**src/rtl/serial_sub5_if.sv**
```systemverilog
// Start/done handshake and operand/result bus for the bit-serial 5-bit subtractor.
interface serial_sub5_if;
    logic       start;
    logic [4:0] a;
    logic [4:0] b;
    logic [5:0] diff;
    logic       busy;
    logic       done;

    modport master (output start, a, b, input diff, busy, done);
    modport slave  (input start, a, b, output diff, busy, done);
endinterface

```
**src/rtl/serial_sub5.sv**
```systemverilog
// Bit-serial a - b, LSB first, one full-subtractor cell plus a borrow flop;
// 6-bit two's-complement result published once per operation.
module serial_sub5 (
    input  logic          clk,
    input  logic          reset,
    serial_sub5_if.slave  bus
);
    localparam int unsigned OP_W  = 5;
    localparam int unsigned RES_W = 6;
    localparam int unsigned CNT_W = 3;

    typedef enum logic [1:0] {IDLE, RUN, DONE} state_t;

    state_t            state, state_nx;
    logic [OP_W-1:0]   a_sr, a_sr_nx;
    logic [OP_W-1:0]   b_sr, b_sr_nx;
    logic [OP_W-1:0]   res_sr, res_sr_nx;
    logic              borrow, borrow_nx;
    logic [CNT_W-1:0]  count, count_nx;
    logic [RES_W-1:0]  diff_q, diff_nx;
    logic              busy_q, busy_nx;
    logic              done_q, done_nx;
    logic              d_c;
    logic              borrow_c;

    always_ff @(posedge clk) begin
        if (reset) begin
            state  <= IDLE;
            a_sr   <= '0;
            b_sr   <= '0;
            res_sr <= '0;
            borrow <= 1'b0;
            count  <= '0;
            diff_q <= '0;
            busy_q <= 1'b0;
            done_q <= 1'b0;
        end else begin
            state  <= state_nx;
            a_sr   <= a_sr_nx;
            b_sr   <= b_sr_nx;
            res_sr <= res_sr_nx;
            borrow <= borrow_nx;
            count  <= count_nx;
            diff_q <= diff_nx;
            busy_q <= busy_nx;
            done_q <= done_nx;
        end
    end

    // Full-subtractor cell on the current LSBs.
    always_comb begin
        d_c      = a_sr[0] ^ b_sr[0] ^ borrow;
        borrow_c = (~a_sr[0] & b_sr[0]) | (~(a_sr[0] ^ b_sr[0]) & borrow);
    end

    always_comb begin
        state_nx  = state;
        a_sr_nx   = a_sr;
        b_sr_nx   = b_sr;
        res_sr_nx = res_sr;
        borrow_nx = borrow;
        count_nx  = count;
        diff_nx   = diff_q;

        case (state)
            IDLE: begin
                if (bus.start) begin
                    a_sr_nx   = bus.a;
                    b_sr_nx   = bus.b;
                    res_sr_nx = '0;
                    borrow_nx = 1'b0;
                    count_nx  = '0;
                    state_nx  = RUN;
                end
            end
            RUN: begin
                borrow_nx = borrow_c;
                res_sr_nx = {d_c, res_sr[OP_W-1:1]};
                a_sr_nx   = {1'b0, a_sr[OP_W-1:1]};
                b_sr_nx   = {1'b0, b_sr[OP_W-1:1]};
                count_nx  = count + CNT_W'(1);
                // Last bit: publish the whole result at once, never a partial one.
                if (count == CNT_W'(OP_W - 1)) begin
                    diff_nx  = {borrow_c, d_c, res_sr[OP_W-1:1]};
                    state_nx = DONE;
                end
            end
            DONE: begin
                state_nx = IDLE;
            end
            default: begin
                state_nx = IDLE;
            end
        endcase

        busy_nx = (state_nx == RUN);
        done_nx = (state_nx == DONE);
    end

    assign bus.diff = diff_q;
    assign bus.busy = busy_q;
    assign bus.done = done_q;
endmodule

```
**src/flat_wrapper.sv**
```systemverilog
// flat-port wrapper written by rule: the top's interface ports become plain ports
module serial_sub5_flat 
  (clk, reset, bus_start, bus_a, bus_b, bus_diff, bus_busy, bus_done);
  serial_sub5_if bus_i ();
  input  logic clk;
  input  logic reset;
  input wire logic [$bits(bus_i.start)-1:0] bus_start;
  input wire logic [$bits(bus_i.a)-1:0] bus_a;
  input wire logic [$bits(bus_i.b)-1:0] bus_b;
  output wire logic [$bits(bus_i.diff)-1:0] bus_diff;
  output wire logic [$bits(bus_i.busy)-1:0] bus_busy;
  output wire logic [$bits(bus_i.done)-1:0] bus_done;
  assign bus_i.start = bus_start;
  assign bus_i.a = bus_a;
  assign bus_i.b = bus_b;
  assign bus_diff = bus_i.diff;
  assign bus_busy = bus_i.busy;
  assign bus_done = bus_i.done;
  serial_sub5 u_core (.clk(clk), .reset(reset), .bus(bus_i));
endmodule
```
**config.mk**
```make
export PLATFORM = sky130hd
export DESIGN_NAME = serial_sub5_flat
export DESIGN_NICKNAME = d
export VERILOG_FILES = /design/src/rtl/serial_sub5_if.sv /design/src/rtl/serial_sub5.sv /design/src/flat_wrapper.sv
export SDC_FILE = /design/constraint.sdc
export NUM_CORES = 1
export LEC_CHECK = 0
export ABC_AREA = 1
export BUFFER_PORTS_ARGS = -buffer_cell sky130_fd_sc_hd__buf_2
export CAP_MARGIN = 40
export CORE_MARGIN = 4
export CORE_UTILIZATION = 51
export CTS_BUF_LIST = sky130_fd_sc_hd__clkbuf_8
export DETAILED_ROUTE_END_ITERATION = 12
export GPL_ROUTABILITY_DRIVEN = 0
export PLACE_DENSITY = 0.86
export SYNTH_ARGS = -nofsm -noshare
export SYNTH_HDL_FRONTEND = slang
export SYNTH_SLANG_ARGS = --single-unit
export TNS_END_PERCENT = 30
```
**constraint.sdc**
```tcl
create_clock -name clk -period 1.1 [get_ports clk]
set_input_delay 0.11 -clock clk [delete_from_list [all_inputs] [get_ports clk]]
set_output_delay 0.11 -clock clk [all_outputs]
set_load 0.1 [all_outputs]
```
Yosys cells after proc, flatten, opt, wreduce, memory -nomap -nowiden
Cells that the tools add are included.

word-level totals
  flip-flop bits (word level) = 29
  input port bits = 13
  output and inout port bits = 8

cells by class
  $add $sub $neg = 1
  equal/unequal tests = 5
  mux-type cells = 13
  bitwise gates (word level) = 7
  reduce and logical (&&, ||, !) cells = 4

operators with widths
  operator                                       count
  one-hot mux 5 bit (2 select lines)             3
  2-to-1 mux 5 bit                               3
  one-hot mux 3 bit (2 select lines)             1
  == test 2 x 1 -> 1 bit, second input constant  2
  2-to-1 mux 2 bit                               2
  one-hot mux 2 bit (2 select lines)             1
  AND reduction 2 bit                            2
  adder 3 x 1 -> 3 bit, second input constant    1
  == test 3 bit, second input constant           1
  2-to-1 mux 3 bit                               1
  AND 1 bit                                      2
  == test 2 bit, second input constant           1
  zero test 2 bit                                1
  inequality test 2 bit, second input constant   1
  NOT 1 bit                                      2
  one-hot mux 1 bit (2 select lines)             1
  nonzero test 2 bit                             1
  XOR 1 bit                                      2
  2-to-1 mux 1 bit                               1
  bitwise OR 1 bit                               1

Longest topological paths before layout
  depth in word-level cells = 5
  gate-level depth with buffers = 7

Least setup slack after synthesis
Ideal clock, no wire load.

  path kind = reg-to-reg
  start point = reg, netlist name u_core.bus.diff[0]
  end point = reg u_core.diff_q[0] (netlist: u_core.bus.diff[0])
  library setup time = 0.067 ns
  arrival time = 1.218 ns
  data required time = 1.033 ns
  path slack = -0.185 ns
  cell stages (with the launch flop) = 3
  buffers on the path = 0
  period minus slack after synthesis = 1.285 ns
  cells stage by stage = dfxtp_1 -> o21ai_0 -> nor2_1

RTL lines
  item                  RTL line           source
  to (signal assigned)  serial_sub5.sv:44  diff_q <= diff_nx;
  to (decl)             serial_sub5.sv:20  logic [RES_W-1:0] diff_q, diff_nx;

Worst setup path after layout
  start point = reg u_core.borrow
  end point = reg u_core.diff_q[4] (netlist: u_core.bus.diff[4])

on the way
  longest elaborated chain between the ends = 1

RTL lines
  item                    RTL line           source
  from (decl)             serial_sub5.sv:18  logic borrow, borrow_nx;
  from (signal assigned)  serial_sub5.sv:42  borrow <= borrow_nx;
  XOR 1 bit               serial_sub5.sv:52  d_c = a_sr[0] ^ b_sr[0] ^ borrow;
  net u_core.d_c          serial_sub5.sv:23  logic d_c;

The timed path passes the listed nets, and every way through them passes these cells.
A chain may end at the register's enable or synchronous reset.

==> run_results.csv <==
group,metric,value,unit
global_route,grt_pass1_wl,5090,microns
synthesis,synthArstFlopShare,0,%
clock_tree,cts-root-buf,"clkbuf_8",
synthesis,yosys.cell_types.count,18,
global_route,grt_overflow_total,0,
route,wire_per_inst,15.0,microns
synthesis,ys_warn_count,0,
critical_path,crit_path_start_kind,"flip-flop",
placement,dp.cells,217,
placement,hpwl,1950,microns
sta,rsz0062_at_grt,"yes",
clock_tree,clock_sinks,28,
floorplanning,rows,17,
synthesis,synth_commonest_cells,"nand2_1, nor2_1, dfxtp_1, inv_1, o21ai_0",
global_route,first_global_vias,1176,
placement,place_ws,-76.4,ps
critical_path,r2r_cells,4,
finish,design_area,0.00174,sq mm
sta,timing.hold.ws,65.4,ps
clock_tree,cts_tree,"built",
synthesis,synth_top_area_share,48.1,%
global_route,grt_max_degree,16,
sta,max_slew.worst_pin.slew,439,ps
clock_tree,clkLatencyLatePin,280,ps
synthesis,synthTopCellsByArea,"dfxtp_1, nand2_1, nor2_1",
sta,final_hold_viol_count,0,
clock_tree,hold_buffers,0,
placement,portBuffers,20,
sta,finalSetupViolCount,5,
clock_tree,htreeDepth,1,
sta,period_needed,1210,ps
sta,drv_slew,0,
synthesis,yosys.area.top_type,"dfxtp_1",
finish,layout-drive-gt1-share,41.3,%
floorplanning,start_util,53.2,%
sta,setup_ws,-108,ps
power_and_ir_drop,leakage,0.758,nW
finish,area_growth,49.1,%
power_and_ir_drop,powerDensity,1210,mW/mm^2
finish,regArea,581,sq um
finish,n_fill_cell,135,
synthesis,synthFlopType,"dfxtp_1",
floorplanning,die_w,55.8,microns
sta,max-slew-margin-rel,70.7,%
status,failed_checks,"setup timing",
route,viasPerCell,5.35,
synthesis,synth_nets,179,
route,vias,1199,
clock_tree,cts_inserted_buffers,3,
critical_path,end_kind,"flip-flop",
synthesis,synth_area_per_cell,7.15,sq um
status,status,"finished, violations left",
finish,fin_cells,224,
critical_path,crit_arrival,1390,ps
sta,fmax,828,MHz
global_route,antenna_found_initial,0,
min_path,hp-start,"bus_a[4]",
route,route.detailed.drc,0,
critical_path,reg2reg_from,"u_core.borrow",
finish,diodes,0,
floorplanning,core-area,0.00219,sq mm
clock_tree,clock_path_buffers,2,
critical_path,cp.required,1280,ps
global_route,grtUsageTotal,20.3,%
min_path,hold_path.class,"in -> reg",
sta,post-route-period-util,110,%
critical_path,crit_path_max_fanout,2,
critical_path,startpoint,"u_core.borrow",
route,drtIter0Drc,39,
clock_tree,clkTransAtPathRegs,90,ps
floorplanning,die_h,55.8,microns
synthesis,ys_seq_elements,28,
route,dr.pass1.iters,4,
critical_path,critPathKind,"reg -> reg",
synthesis,synth.most_common_cell,"nand2_1",
floorplanning,io_pins,21,
floorplanning,die_area,0.00311,sq mm
synthesis,synth_area,0.00116,sq mm
synthesis,yosysSeqAreaShare,48.1,%
power_and_ir_drop,peakVddDrop,1170,uV
sta,clock_skew,2.54,ps
placement,dpl_cell_area,0.00148,sq mm
route,drt_wl_total,3350,microns
synthesis,synth_edf_count,0,
finish,multi_input_area,646,sq um
route,ant_nets,0,
synthesis,synthesis.instances,163,
job,maxCapViolCount,0,
min_path,min_path_cells,3,
finish,finalNetCount,213,
## layout make-up
type                            instances  area share (%)
Clock buffer                            4            3.17
Sequential cell                        28            33.4
Tap cell                               28            2.02
Inverter                               18            4.18
Timing Repair Buffer                   33            20.0
Multi-Input combinational cell        113            37.2
## what timing repair did
item,4_1_cts,5_1_grt
pin swaps,8,14
gates resized for setup,21,32
gates cloned,0,1
buffers inserted,0,2
endpoints found under the setup margin,17,25
## power breakdown
part	leakage (nW)	total [mW]	switching [mW]	internal (mW)
Sequential	0.235	1.09	0.0367	1.06
Combinational	0.494	0.356	0.204	0.153
Clock	0.0288	0.645	0.323	0.321
Total	0.758	2.09	0.564	1.53
## path summary, 6_finish.rpt
path                                           end  slack [ps]
worst max-delay path            u_core.bus.diff[4]        -110
worst min register to register  u_core.bus.diff[0]         470
worst max register to register  u_core.bus.diff[4]        -110
worst min-delay path                u_core.a_sr[4]          70
## critical path: stages (launching register included)
cell and delay (ps):
dfxtp_2 340, inv_1 60, fa_1 490, nor2_1 150, nor2_1 60
## per-stage QoR
step	utilization (%)	total power [mW]	setup TNS (ps)
final	79.3	2.09	-321
after global routing	79.3	2.18	-1220
after CTS	72.7	2.02	-83.9
after detailed placement	67.6	1.37	-619
after global placement	67.6	1.36	-30.6
after floorplan	-	1.27	-7.96
## cells in the final DEF (no fill, tap or decap)
cell	Yosys	layout
nor2_2	2	8
nand2_4	0	6
fa_1	1	1
ha_4	0	1
ha_1	2	1
clkbuf_8	0	4
o21ai_0	12	8
nor2_1	35	27
dfxtp_2	0	10
buf_2	0	12
a21oi_2	0	2
o21ai_2	1	1
nand3_1	5	5
dfxtp_1	28	16
inv_1	16	13
nand2_8	0	2
buf_12	0	9
buf_4	1	11
a21oi_1	11	9
dfxtp_4	0	2
clkbuf_16	0	1
o21ai_1	2	6
inv_6	0	1
nand2_2	2	5
nor2_4	0	2
inv_2	2	4
nand2_1	40	29
## routing by layer
layer | up-vias | track usage (%) | wire, microns
met1 | 582 | 23.5 | 1300
li1 | 567 | - | -
met2 | 41 | 34.3 | 1850
met5 | - | 0 | 0
met4 | 0 | 12.2 | 77
met3 | 9 | 3.94 | 124
## logic make-up (layout without fill, tap and decap cells)
| group | Yosys count | in the layout | synth area share [%] |
|---|---|---|---|
| and+or+nand+nor | 84 | 84 | 28.5 |
| buffers and inverters | 22 | 55 | 8.06 |
| AOI/OAI and AO/OA | 26 | 26 | 11.5 |
| adders and majority gates | 3 | 3 | 3.87 |
| DFF | 28 | 28 | 48.1 |
## flip-flops by register name, summed over array words and instances (netlist names)
signal and cells:
u_core.a_sr 5, u_core.count 3, u_core.res_sr 4, u_core.bus.done 1, u_core.borrow 1, u_core.bus.diff 6, u_core.bus.busy 1, u_core.b_sr 5
u_core.state 2
No activity file was read; power rests on OpenSTA's default activity.
